===== src/rtl/bp_be_pkg.sv =====
// Shared types and constants for the back-end memory pipe tracker.
package bp_be_pkg;

  // Miss-handling controller states
  typedef enum logic [1:0] {
    e_mem_ready     = 2'd0,
    e_mem_miss_wait = 2'd1,
    e_mem_replay    = 2'd2
  } bp_be_mem_state_e;

  // RISC-V exception cause codes used by the memory pipe
  localparam logic [3:0] ecode_load_misaligned_gp  = 4'd4;
  localparam logic [3:0] ecode_load_access_gp      = 4'd5;
  localparam logic [3:0] ecode_store_misaligned_gp = 4'd6;
  localparam logic [3:0] ecode_store_access_gp     = 4'd7;
  localparam logic [3:0] ecode_load_page_gp        = 4'd13;
  localparam logic [3:0] ecode_store_page_gp       = 4'd15;

  // Per-request status bits carried alongside the address through the pipe
  typedef struct packed {
    logic load;
    logic store;
    logic fencei;
    logic misaligned;
    logic tlb_miss;
    logic page_fault;
    logic access_fault;
    logic cache_hit;
  } bp_be_mem_flags_s;

  // Natural-alignment check; fence.i carries no data access and is never misaligned
  function automatic logic bp_be_misaligned(input logic       fencei,
                                            input logic [1:0] size,
                                            input logic [2:0] addr_lo);
    logic mis;
    case (size)
      2'd1:    mis = addr_lo[0];
      2'd2:    mis = |addr_lo[1:0];
      2'd3:    mis = |addr_lo;
      default: mis = 1'b0;
    endcase
    return mis & ~fencei;
  endfunction

endpackage


===== src/rtl/bp_be_mem_stage_reg.sv =====
// One pipeline stage: a valid bit plus an opaque payload, cleared by reset or kill.
module bp_be_mem_stage_reg
  import bp_be_pkg::*;
#(
  parameter int unsigned width_p = 8
) (
  input  logic               clk_i,
  input  logic               reset_i,
  input  logic               kill_i,
  input  logic               v_i,
  input  logic [width_p-1:0] data_i,
  output logic               v_o,
  output logic [width_p-1:0] data_o
);

  logic               r_v;
  logic [width_p-1:0] r_data;

  // Capture the incoming request; kill overrides an arriving valid
  always_ff @(posedge clk_i or posedge reset_i) begin
    if (reset_i) begin
      r_v    <= 1'b0;
      r_data <= '0;
    end else begin
      r_v <= v_i & ~kill_i;
      if (v_i & ~kill_i) begin
        r_data <= data_i;
      end
    end
  end

  assign v_o    = r_v;
  assign data_o = r_data;

endmodule


===== src/rtl/bp_be_mem_pipe_tracker.sv =====
// Tracks load/store/fence.i requests through a stages_p-deep memory pipe,
// resolves exceptions, TLB misses and D$ misses at the final stage, and
// runs the miss-wait / replay handshake.
module bp_be_mem_pipe_tracker
  import bp_be_pkg::*;
#(
  parameter  int unsigned vaddr_width_p  = 39,
  parameter  int unsigned stages_p       = 3,
  localparam int unsigned eaddr_width_lp = 64
) (
  input  logic                      clk_i,
  input  logic                      reset_i,
  input  logic                      flush_i,
  input  logic                      req_v_i,
  input  logic                      req_load_i,
  input  logic                      req_store_i,
  input  logic                      req_fencei_i,
  input  logic [1:0]                req_size_i,
  input  logic [eaddr_width_lp-1:0] req_eaddr_i,
  output logic                      ready_o,
  input  logic                      tlb_miss_i,
  input  logic                      page_fault_i,
  input  logic                      access_fault_i,
  input  logic                      cache_hit_i,
  input  logic                      miss_complete_i,
  output logic                      final_v_o,
  output logic [vaddr_width_p-1:0]  final_vaddr_o,
  output logic                      exc_v_o,
  output logic [3:0]                exc_code_o,
  output logic                      tlb_miss_o,
  output logic                      cache_miss_o,
  output logic                      fencei_v_o,
  output logic                      replay_o,
  output logic [vaddr_width_p-1:0]  replay_vaddr_o
);

  localparam int unsigned flags_width_lp = $bits(bp_be_mem_flags_s);
  localparam int unsigned stage_width_lp = flags_width_lp + vaddr_width_p;

  bp_be_mem_state_e r_state, w_state_nxt;
  logic             r_kill, w_kill_nxt;
  logic [vaddr_width_p-1:0] r_replay_vaddr;

  logic                                   w_accept;
  logic                                   w_stage_kill;
  logic [stages_p-1:0]                    w_v_q;
  bp_be_mem_flags_s [stages_p-1:0]        w_flags_q;
  logic [stages_p-1:0][vaddr_width_p-1:0] w_addr_q;

  bp_be_mem_flags_s         w_fin;
  logic [vaddr_width_p-1:0] w_fin_addr;
  logic                     w_fin_v;
  logic                     w_fin_mem;

  assign w_accept     = req_v_i & ready_o & ~flush_i;
  assign w_stage_kill = flush_i | cache_miss_o;

  for (genvar i = 0; i < stages_p; i++) begin : g_stage
    logic                      w_v_d;
    bp_be_mem_flags_s          w_flags_d;
    logic [vaddr_width_p-1:0]  w_addr_d;
    logic [stage_width_lp-1:0] w_data_q;

    if (i == 0) begin : g_head
      // Stage 1 is loaded from the accepted request; alignment is resolved here
      always_comb begin
        w_flags_d            = '0;
        w_flags_d.load       = req_load_i;
        w_flags_d.store      = req_store_i;
        w_flags_d.fencei     = req_fencei_i;
        w_flags_d.misaligned = bp_be_misaligned(req_fencei_i, req_size_i, req_eaddr_i[2:0]);
      end
      assign w_v_d    = w_accept;
      assign w_addr_d = req_eaddr_i[vaddr_width_p-1:0];
    end else begin : g_body
      // Forward the older stage, folding in the lookups that belong to it
      always_comb begin
        w_flags_d = w_flags_q[i-1];
        if (w_v_q[i-1]) begin
          if (i == 1) begin
            w_flags_d.tlb_miss     = tlb_miss_i;
            w_flags_d.page_fault   = page_fault_i;
            w_flags_d.access_fault = access_fault_i;
          end
          if (i == int'(stages_p) - 1) begin
            w_flags_d.cache_hit = cache_hit_i;
          end
        end
      end
      assign w_v_d    = w_v_q[i-1];
      assign w_addr_d = w_addr_q[i-1];
    end

    bp_be_mem_stage_reg #(
      .width_p(stage_width_lp)
    ) u_stage_reg (
      .clk_i  (clk_i),
      .reset_i(reset_i),
      .kill_i (w_stage_kill),
      .v_i    (w_v_d),
      .data_i ({w_flags_d, w_addr_d}),
      .v_o    (w_v_q[i]),
      .data_o (w_data_q)
    );

    assign w_flags_q[i] = w_data_q[stage_width_lp-1 -: flags_width_lp];
    assign w_addr_q[i]  = w_data_q[vaddr_width_p-1:0];
  end

  if (vaddr_width_p < eaddr_width_lp) begin : g_unused
    logic w_unused_eaddr;
    assign w_unused_eaddr = ^req_eaddr_i[eaddr_width_lp-1:vaddr_width_p];
  end

  assign w_fin      = w_flags_q[stages_p-1];
  assign w_fin_addr = w_addr_q[stages_p-1];
  // A flush kills the final-stage request before it can report anything
  assign w_fin_v    = w_v_q[stages_p-1] & ~flush_i;
  assign w_fin_mem  = w_fin.load | w_fin.store;

  // Final-stage resolution: exactly one event, highest priority first
  always_comb begin
    exc_v_o       = 1'b0;
    exc_code_o    = '0;
    tlb_miss_o    = 1'b0;
    fencei_v_o    = 1'b0;
    final_v_o     = 1'b0;
    final_vaddr_o = '0;
    cache_miss_o  = 1'b0;
    if (w_fin_v) begin
      if (w_fin_mem & (w_fin.misaligned | w_fin.page_fault | w_fin.access_fault)) begin
        exc_v_o = 1'b1;
        if (w_fin.store) begin
          exc_code_o = w_fin.misaligned ? ecode_store_misaligned_gp
                     : w_fin.page_fault ? ecode_store_page_gp
                     :                    ecode_store_access_gp;
        end else begin
          exc_code_o = w_fin.misaligned ? ecode_load_misaligned_gp
                     : w_fin.page_fault ? ecode_load_page_gp
                     :                    ecode_load_access_gp;
        end
      end else if (w_fin.tlb_miss) begin
        tlb_miss_o = 1'b1;
      end else if (w_fin.fencei & w_fin.cache_hit) begin
        fencei_v_o = 1'b1;
      end else if (w_fin_mem & w_fin.cache_hit) begin
        final_v_o     = 1'b1;
        final_vaddr_o = w_fin_addr;
      end else begin
        cache_miss_o = 1'b1;
      end
    end
  end

  // Miss controller next state; a flush while waiting cancels the replay
  always_comb begin
    w_state_nxt = r_state;
    w_kill_nxt  = r_kill;
    case (r_state)
      e_mem_ready: begin
        if (cache_miss_o) begin
          w_state_nxt = e_mem_miss_wait;
          w_kill_nxt  = 1'b0;
        end
      end
      e_mem_miss_wait: begin
        if (flush_i) begin
          w_kill_nxt = 1'b1;
        end
        if (miss_complete_i) begin
          w_state_nxt = (r_kill | flush_i) ? e_mem_ready : e_mem_replay;
          w_kill_nxt  = 1'b0;
        end
      end
      e_mem_replay: begin
        w_state_nxt = e_mem_ready;
      end
      default: begin
        w_state_nxt = e_mem_ready;
        w_kill_nxt  = 1'b0;
      end
    endcase
  end

  // Miss controller state, kill flag and replay address registers
  always_ff @(posedge clk_i or posedge reset_i) begin
    if (reset_i) begin
      r_state        <= e_mem_ready;
      r_kill         <= 1'b0;
      r_replay_vaddr <= '0;
    end else begin
      r_state <= w_state_nxt;
      r_kill  <= w_kill_nxt;
      if (cache_miss_o) begin
        r_replay_vaddr <= w_fin_addr;
      end
    end
  end

  assign ready_o        = (r_state == e_mem_ready) & ~cache_miss_o;
  assign replay_o       = (r_state == e_mem_replay) & ~flush_i;
  assign replay_vaddr_o = replay_o ? r_replay_vaddr : '0;

endmodule

===== config.mk =====
export PLATFORM = sky130hd
export DESIGN_NAME = bp_be_mem_pipe_tracker
export DESIGN_NICKNAME = d
export VERILOG_FILES = /design/src/rtl/bp_be_pkg.sv /design/src/rtl/bp_be_mem_stage_reg.sv /design/src/rtl/bp_be_mem_pipe_tracker.sv
export SDC_FILE = /design/constraint.sdc
export NUM_CORES = 1
export LEC_CHECK = 0
export BUFFER_PORTS_ARGS = -buffer_cell sky130_fd_sc_hd__buf_4
export CAP_MARGIN = 40
export CORE_MARGIN = 2
export CORE_UTILIZATION = 57
export CTS_CLUSTER_DIAMETER = 30
export DETAILED_ROUTE_END_ITERATION = 8
export PLACE_DENSITY = 0.9
export SLEW_MARGIN = 40
export SYNTH_ARGS = -nofsm -noshare
export SYNTH_HDL_FRONTEND = slang
export SYNTH_SLANG_ARGS = --single-unit

===== constraint.sdc =====
create_clock -name clk_i -period 9.7 [get_ports clk_i]
set_input_delay 0.485 -clock clk_i [delete_from_list [all_inputs] [get_ports clk_i]]
set_output_delay 0.485 -clock clk_i [all_outputs]
set_load 0.01 [all_outputs]

==> out/metrics.cfg <==
[placement]
placedCellCount=793
dpl-instance-area_um2=8660
detailedPlace.worstSlack_ps=6950
gp_congestion=0.771
detailedPlacementHpwl_um=9600
io_buffer_count=141

[sta]
finalSetupViolCount=0
slew_headroom=0.490
fin_tns_setup_ps=0
finClkSkew_ps=6.57
setup_ws_ps=6540
timing.final.max_slew_violations=0
achievable-frequency_mhz=316
min_period_over_period=0.326
report.final.hold_viol_count=0
final.hold.worst_slack_ps=130
grt_setup_unrepaired=no
fin_crit_ps=3160
transition_time_at_the_pin_with_the_least_slew_margin_ps=765

[global_routing]
grt_overflow_total=0
antenna_found_initial=0
grt_max_degree=97
vias_in_the_first_global_route=4715
grt.total_usage=0.225
grt_first_pass_wirelength_um=24300

[synth]
ys_types=29
synth.most_common_cell=dfrtp_1
count_of_flip_flops_with_a_built_in_enable_after_synthesis=0
post_synth.cell_area_avg_um2=14.8
post_synth_instance_area_um2=7360
flip_flop_and_latch_count_after_synthesis=181
ys_top_cells_by_count=181 x dfrtp_1, 135 x mux2_2, 79 x and2_1
synth_area_leader_cell=dfrtp_1
most_frequently_used_flop_master_after_synthesis=dfrtp_1
syn_nets=577
synthArstFlopShare=1.00
synth.area.top_cells=dfrtp_1 62%, mux2_2 21%, and2_1 6.7%, mux2_1 6.0%, buf_2 0.88%
synthDominantCellAreaShare=0.615
synth_warnings=0
synth_sequential_area_ratio=0.615
number_of_cells_produced_by_synthesis=499

[clock_network]
cts.path.max_buffers=2
cts_made_buffers=17
post_cts_buffers=0
post_cts_resized=0
cts.htree.levels=4
clock_insertion_delay_worst_skew_ps=420
clock_tree.root_cell=clkbuf_16
tritoncts=done
cts_hold_buf=0
cts_clock_pin_slew_for_the_worst_setup_and_hold_paths_ps=60
cts.sinks=181

[worst_setup_path]
critical_path.reg2reg.endpoint=r_replay_vaddr[3]$_DFFE_PP0P_
ff2ff_path_depth=4
worstPathMaxFanout=43
r2r_slack_ps=7170
crit_path_end=ready_o
worstPathArrival_ps=2680
criticalPathCategory=flip-flop to output port
worst_r2r_startpoint=g_stage[2].u_stage_reg.data_o[45]$_DFFE_PP0P_
critical_path.startpoint_type=flip-flop
crit_required_ps=9220
critical_path.startpoint=g_stage[2].u_stage_reg.data_o[45]$_DFFE_PP0P_
end_kind=output port

[power]
finalPower_mw=2.11
power_leakage_nw=4.37
peakVddDrop_mv=0.184
power_density_of_the_placed_cells_nw_per_um2=230

[cells_and_area]
final_area_um2=9200
final_net_count=718
layout-drive-gt1-share=0.484
diodes=0
finalNonFillerCells=825
layout-area-overhead-vs-synth_pct=25.0
final_core_utilization=0.729

[outcome]
status=finished, final reports clean

[die]
die-height_um=118
coreArea_um2=12600
die_area_um2=13800
die_width_um=118
placementRows=41
start_util=0.583
ioPinCount=167

[routing]
route.detailed.drc=0
vias_per_cell=5.30
routed_wirelength_um=14800
vias=4370
final_antenna_net_count=0
wl_per_cell_um=18.0
drt-initial-drc-count=216
drt-pass1-iter-count=4

[run]
max_cap_viol_count=0

[worst_hold_path]
min-delay-path-class=input port to asynchronous set/reset pin

-- power breakdown --
group	internal, mW	leakage [nW]	switching, mW
combinational	0.208	1.85	0.118
clock	0.373	0.266	0.265
sequential	0.998	2.25	0.152
total	1.58	4.37	0.535
-- cells by family after synthesis --
group	count (synthesis)	share of synthesized area
buf+inv	30	0.0180
simple gates	102	0.0862
mux	174	0.266
compound gates	12	0.0143
flops	181	0.615
-- worst max-delay path: stages, from the launching register on --
cell and delay (ps):
dfrtp_1 440, or3_1 450, a2111oi_4 500, buf_4 600
nor3_1 100, buf_4 170
-- state kept, by name, indices dropped and copies added, names as in the netlist --
signal                      count
g_stage.u_stage_reg.data_o    136
g_stage.u_stage_reg.v_o         3
r_kill                          1
r_replay_vaddr                 39
r_state                         2
-- area by class of cell --
type                            count  area, um2
Tap cell                          172        215
Fill cell                         852       3420
Multi-Input combinational cell    288       2770
Timing Repair Buffer              150       1140
Inverter                            2       15.0
Clock buffer                       28        497
Sequential cell                   181       4530
Clock inverter                      4       45.0
-- placed cells by master, fill, tap and decap left out, drive strengths merged, types with 2 or more instances in the layout --
cell    instances
clkbuf         29
buf           149
nor3            3
a21oi           2
and4b           2
dfrtp         181
and3            2
mux2          174
clkinv          3
nand2b          4
o21ai           2
and2           79
inv             2
nor2            6
nor2b           2
-- metal layers --
metal	part of all wire	vias up	global-route usage	wire length (um)
met4	0.024	0	0.0964	352
met3	0.036	25	0.0504	530
met5	0	-	0	0
li1	-	2011	-	-
met2	0.52	96	0.386	7670
met1	0.42	2238	0.275	6270
-- how the worst min path moves through the flow --
| stage | end | slack [ps] | depth (start not counted) |
|---|---|---|---|
| 6_report | r_replay_vaddr[18]$_DFFE_PP0P_ | 130 | 2 |
| 5_1_grt | r_replay_vaddr[17]$_DFFE_PP0P_ | 190 | 2 |
| 4_1_cts | g_stage[0].u_stage_reg.data_o[19]$_DFFE_PP0P_ | 230 | 2 |
| 3_5_place_dp | g_stage[0].u_stage_reg.data_o[9]$_DFFE_PP0P_ | 470 | 1 |
| 3_3_place_gp | r_state[1]$_DFFE_PP0P_ | 440 | 1 |
| 2_1_floorplan | r_state[1]$_DFFE_PP0P_ | 430 | 1 |
Power figures use the tool's default switching activity.
